**config.mk**
```make
export PLATFORM = sky130hd
export DESIGN_NAME = dff_bank_ctrl
export DESIGN_NICKNAME = d
export VERILOG_FILES = /design/src/rtl/dff_bank_ctrl.sv
export SDC_FILE = /design/constraint.sdc
export NUM_CORES = 1
export LEC_CHECK = 0
export CORE_MARGIN = 4
export CORE_UTILIZATION = 40
export CTS_CLUSTER_DIAMETER = 50
export CTS_CLUSTER_SIZE = 28
export DETAILED_ROUTE_END_ITERATION = 8
export GPL_TIMING_DRIVEN = 0
export PLACE_DENSITY = 0.76
export SLEW_MARGIN = 20
export SYNTH_ARGS = -nofsm -noshare
export SYNTH_HDL_FRONTEND = slang
export SYNTH_SLANG_ARGS = --single-unit
```
**constraint.sdc**
```tcl
create_clock -name CLK -period 1.4 [get_ports CLK]
set_input_delay 0.35 -clock CLK [delete_from_list [all_inputs] [get_ports CLK]]
set_output_delay 0.35 -clock CLK [all_outputs]
set_load 0.02 [all_outputs]
```
**src/rtl/dff_bank_ctrl.sv**
```systemverilog
// Sequencing controller for a bank of D flip-flops with active-low clear/preset.
// Applies one host operation at a time, then reads the bank back and reports mismatches.
module dff_bank_ctrl #(
   parameter int WIDTH = 8
) (
   input  logic             CLK,
   input  logic             RST,
   input  logic             REQ,
   input  logic [1:0]       OP,
   input  logic [WIDTH-1:0] DIN,
   output logic             BUSY,
   output logic             DONE,
   output logic             ERR,
   output logic [WIDTH-1:0] DOUT,
   output logic [WIDTH-1:0] D_OUT,
   output logic [WIDTH-1:0] CLR_N,
   output logic [WIDTH-1:0] PRE_N,
   input  logic [WIDTH-1:0] Q_IN,
   input  logic [WIDTH-1:0] QN_IN
);

   typedef enum logic [1:0] {
      S_IDLE   = 2'd0,
      S_APPLY  = 2'd1,
      S_CHECK  = 2'd2,
      S_REPORT = 2'd3
   } state_t;

   typedef enum logic [1:0] {
      OP_LOAD   = 2'b00,
      OP_CLEAR  = 2'b01,
      OP_PRESET = 2'b10,
      OP_PINIT  = 2'b11
   } op_t;

   state_t           state_q, state_d;
   logic             busy_q, busy_d;
   logic             done_q, done_d;
   logic             err_q, err_d;
   logic [WIDTH-1:0] dout_q, dout_d;
   logic [WIDTH-1:0] exp_q, exp_d;
   logic [WIDTH-1:0] clr_n_q, clr_n_d;
   logic [WIDTH-1:0] pre_n_q, pre_n_d;

   always_comb begin
      // NOTE: every signal gets a default before the case so no path leaves it unassigned (no latches).
      state_d = state_q;
      busy_d  = busy_q;
      done_d  = 1'b0;
      err_d   = err_q;
      dout_d  = dout_q;
      exp_d   = exp_q;
      clr_n_d = '1;
      pre_n_d = '1;

      unique case (state_q)
         S_IDLE: begin
            if (REQ) begin
               state_d = S_APPLY;
               busy_d  = 1'b1;
               unique case (op_t'(OP))
                  OP_LOAD:   exp_d = DIN;
                  OP_CLEAR: begin
                     exp_d   = '0;
                     clr_n_d = '0;
                  end
                  OP_PRESET: begin
                     exp_d   = '1;
                     pre_n_d = '0;
                  end
                  OP_PINIT: begin
                     // Complementary masks: a bit is either cleared or preset, never both.
                     exp_d   = DIN;
                     clr_n_d = DIN;
                     pre_n_d = ~DIN;
                  end
                  default: exp_d = exp_q;
               endcase
            end
         end
         S_APPLY: state_d = S_CHECK;
         S_CHECK: begin
            state_d = S_REPORT;
            dout_d  = Q_IN;
            done_d  = 1'b1;
            busy_d  = 1'b0;
            err_d   = (Q_IN != exp_q) || (QN_IN != ~Q_IN);
         end
         S_REPORT: state_d = S_IDLE;
         default:  state_d = S_IDLE;
      endcase
   end

   // Reset holds CLR_N low so the bank clears for as long as RST is asserted.
   always_ff @(posedge CLK) begin
      // NOTE: sequential state uses non-blocking assignments so all flops update from pre-edge values.
      if (RST) begin
         state_q <= S_IDLE;
         busy_q  <= 1'b0;
         done_q  <= 1'b0;
         err_q   <= 1'b0;
         dout_q  <= '0;
         exp_q   <= '0;
         clr_n_q <= '0;
         pre_n_q <= '1;
      end else begin
         state_q <= state_d;
         busy_q  <= busy_d;
         done_q  <= done_d;
         err_q   <= err_d;
         dout_q  <= dout_d;
         exp_q   <= exp_d;
         clr_n_q <= clr_n_d;
         pre_n_q <= pre_n_d;
      end
   end

   // D mirrors the shadow value so the bank recaptures itself on idle edges.
   assign D_OUT = exp_q;
   assign BUSY  = busy_q;
   assign DONE  = done_q;
   assign ERR   = err_q;
   assign DOUT  = dout_q;
   assign CLR_N = clr_n_q;
   assign PRE_N = pre_n_q;

endmodule

```
## Word level (Yosys, flattened, before mapping)

Cells that the tools add are included.

- Register bits: 37
- Input bits: 29
- Output and inout port bits: 35
- Word-level logic and storage cells: 39

- Eq/ne operators: 9
- Muxes and demuxes: 10
- Bitwise operators: 4
- Reductions and logical operators: 8

Operators by type and width:

| operator | count |
|---|---|
| case mux 8 bit (2 select lines) | 2 |
| case mux 8 bit (3 select lines) | 1 |
| two-way mux 8 bit | 2 |
| != test 8 bit | 2 |
| inverter 8 bit | 2 |
| equality test 2 bit (second input constant) | 4 |
| case mux 2 bit (4 select lines) | 1 |
| equality test 2 x 1 -> 1 bit (second input constant) | 2 |
| zero test 2 bit | 2 |
| AND reduction 2 bit | 2 |
| OR reduction 3 bit | 1 |
| two-way mux 1 bit | 2 |
| two-way mux 2 bit | 1 |
| != test 2 bit (second input constant) | 1 |
| inverter 1 bit | 2 |
| case mux 1 bit (2 select lines) | 1 |
| nonzero test 2 bit | 1 |
| OR reduction 2 bit | 1 |
| logical OR 1 bit | 1 |

## Logic depth before layout (Yosys ltp)

Gate-level depths: netlist of run 1.

- Depth in word-level cells: 4
- Gate-level depth with buffers: 7
- Mapped depth without buffers: 6

## Worst setup path after synthesis of run 1

No wires, ideal clock.

- Kind: input-to-reg
- Start point: input port OP[0]
- End point: register exp_q[0] (netlist: D_OUT[0])
- Library setup time: 128 ps
- Arrival time: 1122 ps
- Required time: 1272 ps
- Slack: 150 ps
- Stages on the path: 7
- Cells stage by stage: inv_1 > ha_1 > clkbuf_1 > a21oi_1 > nor2_1 > a21oi_1 > nor2_1

- Cells in the longest elaborated chain, start to end: 3
- Elaborated cells on any way between the ends: 6
- Those cells by class: eq/ne: 3; mux: 1; reduce/logical: 2

RTL lines:

| item | RTL line | RTL |
|---|---|---|
| start, declared | 9 | `input logic [1:0] OP,` |
| equality test 2 bit / zero test 2 bit (equally long branches) | 61 | `unique case (op_t'(OP))` |
| OR reduction 2 bit (no source line) | n/a |  |
| case mux 8 bit (3 select lines) * | 61 |  |
| end signal, assigned | 112 | `exp_q <= exp_d;` |
| end, declared | 41 | `logic [WIDTH-1:0] exp_q, exp_d;` |

Every way passes the cells marked *; elsewhere a longest branch is shown, timed or not.
A chain may end at the register's enable or synchronous reset.

## Worst setup path after layout of run 1

- Start point: register exp_q[2] (netlist: D_OUT[2])
- End point: output port D_OUT[2]

RTL lines:

| item | RTL line | RTL |
|---|---|---|
| end, declared | 15 | `output logic [WIDTH-1:0] D_OUT,` |

No word-level cell between the ends.

==> results.md, run 1 <==
- Setup TNS: 0 ns
- Post-Synthesis Cells: 173
- H-Tree Depth: 2
- Total I/O pin count: 64
- Placed Area: 0.002225 mm2
- Hold_sp: DOUT[3]
- Arr. time, crit path: 1.00 ns
- Slew HR: 0.7345
- Clk slew on worst S/H paths: 0.07 ns
- Number of diodes: 0
- Worst reg2reg setup slack: 0.06 ns
- Fraction of layout cells with a size suffix above 1: 0.1037
- Global-route wire length before repair: 5637 um
- Starting density of the core: 0.4159
- Worst r2r path cells: 5
- Status: finished clean
- Top-area cell type share of the netlist area: 0.4829
- Die height: 69.93 um
- CP delay by family, top: flip-flops
- Min-delay worst type: register to register
- Type of origin of the critical path: register
- Post-synthesis sequential area ratio: 0.4829
- Fmax: 738.7 MHz
- Pre-antenna DRT Iters: 4
- Placer Congestion: 0.7418
- Flops & latches, synth: 37
- CTS root buf: clkbuf_8
- Main flop type after synthesis: dfxtp_1
- Routed len/inst: 12.38 um
- IO Port Bufs: 63
- Layout Nets: 276
- Ys async rst share: 0
- Post-CTS Hold Buffers: 0
- CTS tree: yes
- Vias in the first global route: 1264
- Remaining antenna violation count: 0
- DP Worst Slack: -0.4960 ns
- Worst Slack Setup Final: 0.04636 ns
- Crit. End Element: output pin
- Max FO, Critical Path: 4
- Total gr overflow: 0
- Max_cap viols: 0
- Tmin final: 1.354 ns
- Data required, critical path: 1.05 ns
- Synth area leader: dfxtp_1
- Row count: 22
- Core area: 0.003689 mm2
- Die area: 0.004890 mm2
- Via/cell ratio: 4.747
- Distinct cells, synth: 27
- Mean Syn Cell Area: 8.867 um2
- # setup viols final: 0
- Reg2reg start: state_q[0]
- Pleak: 0.0009500 uW
- Cell with the most instances after synthesis: dfxtp_1
- Residual DRC: 0
- Clk buf depth: 2
- Via count: 1372
- PwrDens: 1400 mW/mm2
- Reg-to-Reg End: PRE_N[0]
- Ranking of synthesized cells by area: dfxtp_1 (48%), a21oi_1 (8.5%), nor2_1 (8.1%)
- Filler instances: 386
- Number of synthesized flops with an enable pin: 0
- Synth Net Count: 208
- Tot Pwr: 3200 uW
- CP Cell Sequence: clkdlybuf4s15_1
- Hold path depth: 2
- Synth-to-layout area growth: 49.02%
- GRT Resource Usage Total: 0.1455
- Min-Delay Endpoint: DOUT[3]
- Max Slew Vio Count: 0
- CP bufs+invs: 1
- Post-CTS setup buffers: 0
- Syn Std Cell Area: 0.001534 mm2
- Setup Skew: 0.003251 ns
- DP HPWL: 2716 um
- Largest net degree at the start of global routing: 11
- Insertion delay to the later sink of the worst-skew pair: 0.28 ns
- DR iter-0 viols: 31
- Slowest Stage Delay on Critical Path: 0.39 ns
- Post-synth top cells: dfxtp_1 (37), nor2_1 (33), a21oi_1 (26), nand2_1 (16), mux2i_1 (9)
- Worst-Margin Slew: 0.3983 ns
- Synth warnings: 0
- Cts bufs inserted: 5
- Final instance area: 0.002286 mm2
- Initial antenna violation count: 0
- Final hold viol count: 0
- Die width: 69.93 um
- Tcrit/Tclk final: 0.9669
- Final wirelength: 3579 um
- CTS sink cnt: 37
- Slowest CP cell: dfxtp_1
- Crit Path Category: register to output pin
- Final Core Density: 0.6197
- Worst vdd ir: 0.7001 mV
[cell families after synthesis]
logic type / synth area share
adder cells (fa/ha/maj): 0.04894
flip-flops: 0.4829
multiplexers: 0.05873
AO/OA/AOI/OAI: 0.1697
AND/OR/NAND/NOR: 0.2047
buffers and inverters: 0.03508
[final cells by class]
class / count / area [um2] / area share
buffer: 5 / 30.03 / 0.01314
tap: 48 / 60.06 / 0.02627
clock buffer: 7 / 86.33 / 0.03777
timing repair buffer: 63 / 576.8 / 0.2523
multi-input combinational: 124 / 773.2 / 0.3383
sequential: 37 / 740.7 / 0.3240
inverter: 5 / 18.77 / 0.008210
[state kept, by name (all words and copies together), names as in the netlist]
signal / flops
ERR: 1
DONE: 1
DOUT: 8
D_OUT: 8
BUSY: 1
PRE_N: 8
CLR_N: 8
state_q: 2
[power breakdown]
group          leakage, uW  internal (uW)  switching [uW]
sequential        0.000304           1220            81.5
combinational     0.000601            515             648
clock            0.0000443            390             346
[routing by layer]
| layer | part of all wire | GRT usage | up-vias |
|---|---|---|---|
| met1 | 0.44 | 0.1670 | 601 |
| li1 | - | - | 716 |
| met2 | 0.45 | 0.2340 | 53 |
| met4 | 0.0064 | 0.03830 | 0 |
| met5 | 0 | 0 | - |
| met3 | 0.10 | 0.08058 | 2 |
[timing repair]
item	4_1_cts	5_1_grt
gates resized for setup	43	13
pin swaps	1	1
endpoints found under the setup margin	59	16
hold endpoints to repair	0	0
[worst max path at each step]
stage	startpoint	end	cells after the start
after floorplan	OP[0]	D_OUT[0]	7
after global placement	OP[0]	D_OUT[4]	8
after detailed placement	OP[0]	D_OUT[4]	8
after CTS	D_OUT[0]	D_OUT[0]	1
after global routing	state_q[0]	PRE_N[6]	5
final	D_OUT[2]	D_OUT[2]	1
[worst register-to-register path: cells and delay by family (launching register included)]
kind | cells | cell delay (ns)
AOI/OAI and AO/OA | 1 | 0.12
and+or+nand+nor | 2 | 0.42
adders and majority gates | 1 | 0.22
buffers and inverters | 1 | 0.16
DFF | 1 | 0.30
[layout by cell type (no fill, tap or decap), types with 2 or more instances in the layout]
| cell | Yosys | layout |
|---|---|---|
| a21oi_1 | 26 | 26 |
| buf_2 | 4 | 3 |
| clkbuf_1 | 2 | 2 |
| clkbuf_2 | 0 | 4 |
| clkbuf_8 | 0 | 6 |
| clkdlybuf4s15_1 | 0 | 4 |
| clkdlybuf4s50_1 | 0 | 25 |
| dfxtp_1 | 37 | 37 |
| dlygate4sd2_1 | 0 | 29 |
| ha_1 | 6 | 4 |
| ha_4 | 0 | 2 |
| inv_1 | 5 | 5 |
| mux2i_1 | 9 | 9 |
| nand2_1 | 16 | 16 |
| nand2b_1 | 6 | 6 |
| nor2_1 | 33 | 33 |
| nor3b_1 | 2 | 2 |
| o21ai_1 | 8 | 8 |
| o22ai_1 | 3 | 3 |
| o22ai_2 | 3 | 3 |
[metrics by stage]
| stage | hold WS (ns) | cells |
|---|---|---|
| 2_1_floorplan | 0.4359 | 173 |
| 3_3_place_gp | 0.4725 | 284 |
| 3_5_place_dp | 0.4797 | 284 |
| 4_1_cts | 0.4989 | 290 |
| 5_1_grt | 0.5447 | 289 |
| 6_report | 0.4920 | 289 |
(Power assumes the default switching activity.)
==> inputs of run 2 (changes only) <==
- CORE_MARGIN: 4 -> 1.5
==> results.md, run 2 (synthesis gave the netlist of run 1 again) <==
- Arr. time, crit path: 1.53 ns
- Layout Nets: 276
- Logic pwr share: 0.326
- Switch Pwr: 1112 uW
- Hold_sp: DOUT[4]
- PwrDens: 1526 mW/mm2
- GRT Resource Usage Total: 0.1853
- Routed len/inst: 12.03 um
- Crit Path Category: primary input to register
- Filler instances: 343
- Max Slew Vio Count: 0
- Slew HR: 0.7057
- Type of origin of the critical path: primary input
- Crit. End Element: register
- Fmax: 744.0 MHz
- Final Core Density: 0.6353
- Max FO, Critical Path: 3
- Min-Delay Endpoint: DOUT[4]
- Pleak: 0.0009656 uW
- Starting density of the core: 0.4190
- Worst reg2reg setup slack: 0.11 ns
- Initial antenna violation count: 0
- Reg2reg start: state_q[0]
- Row count: 22
- Placer Congestion: 0.7965
- Most frequent cells in the layout: dfxtp_1 (37), nor2_1 (33), dlygate4sd2_1 (29)
- Tcrit/Tclk final: 0.9600
- Post-CTS Hold Buffers: 0
- Final hold viol count: 0
- Number of diodes: 0
- Die height: 64.93 um
- # setup viols final: 0
- Cts bufs inserted: 5
- Worst r2r path cells: 5
- Pre-antenna DRT Iters: 4
- Die width: 64.93 um
- Sequential share of power: 0.368
- Status: finished clean
- Core area: 0.003661 mm2
- RSZ-0062 raised after global routing: no
- Via/cell ratio: 4.679
- Final wirelength: 3488 um
- CTS sink cnt: 37
- Most common cell after layout, fill and taps aside: dfxtp_1
- DP HPWL: 2603 um
- Data required, critical path: 1.58 ns
- Residual DRC: 0
- WHS: 0.4876 ns
- Vias in the first global route: 1255
- Via count: 1357
- Min-delay worst type: register to register
- Synth-to-layout area growth: 51.63%
- Largest net degree at the start of global routing: 13
- Die area: 0.004215 mm2
- Internal power: 2437 uW
- Worst-Margin Slew: 0.4415 ns
- Total gr overflow: 0
- Insertion delay to the later sink of the worst-skew pair: 0.30 ns
- Clock power share: 0.306
- Fraction of layout cells with a size suffix above 1: 0.1198
- IO Port Bufs: 63
- Total I/O pin count: 64
- Remaining antenna violation count: 0
- Clk slew on worst S/H paths: 0.07 ns
- CTS root buf: clkbuf_8
- CTS tree: yes
- Hold path depth: 2
- Switch share: 0.3134
- Worst vdd ir: 1.044 mV
- Setup Skew: 0.007180 ns
- Global-route wire length before repair: 5837 um
- Reg-to-Reg End: PRE_N[0]
- Max_cap viols: 0
- DR iter-0 viols: 67
- H-Tree Depth: 2
- Tmin final: 1.344 ns
- Clk buf depth: 2
[run 2: worst max-delay path: stages]
cell	delay (ns)
clkdlybuf4s50_1	0.44
nand2b_1	0.17
o22ai_2	0.13
nand4_1	0.13
o31a_1	0.31
[run 2: how the worst max path moves through the flow]
stage	from	to	slack, ns
floorplan	OP[0]	D_OUT[0]	0.15
global placement	OP[0]	D_OUT[4]	-0.47
detailed placement	OP[0]	D_OUT[4]	-0.49
CTS	D_OUT[7]	D_OUT[7]	0.003
global route	REQ	PRE_N[0]	0.004
finish	Q_IN[7]	ERR	0.06
[run 2: power by group through the flow]
stage	registers (uW)	logic [uW]	clock network [uW]
2_1_floorplan	1500	549	0
5_1_grt	1330	1280	1180
4_1_cts	1310	1130	1100
3_5_place_dp	1330	1190	0
6_report	1310	1160	1090
3_3_place_gp	1330	1180	0
[run 2: metrics by stage]
stage               setup WS, ns  std cells  power [uW]  TNS, ns  cell area [um2]
floorplan                 0.1503        173        2047        0             1534
detailed placement       -0.4876        284        2526   -11.83             2225
global placement         -0.4696        284        2509   -11.48             2225
global route            0.003590        290        3785        0             2326
finish                   0.05600        290        3549        0             2326
CTS                     0.003406        291        3543        0             2341
[run 2: final cells by class]
type                            count  area (um2)  share of cell area
Multi-Input combinational cell    124       773.2              0.3324
Inverter                            5       18.77            0.008069
Buffer                              5       35.03             0.01506
Tap cell                           48       60.06             0.02582
Timing Repair Buffer               63       564.3              0.2426
Clock inverter                      3       65.06             0.02797
Clock buffer                        5       68.82             0.02959
Sequential cell                    37       740.7              0.3185
[run 2: routing by layer]
metal | share of wire | global-route usage
met2 | 0.44 | 0.2861
met3 | 0.084 | 0.06076
met1 | 0.46 | 0.2304
met5 | 0 | 0
met4 | 0.018 | 0.09309
[run 2: timing repair]
item / 4_1_cts / 5_1_grt
endpoints found under the setup margin: 59 / 17
pin swaps: 1 / 1
buffers inserted: 0 / 0
gates resized for setup: 47 / 12
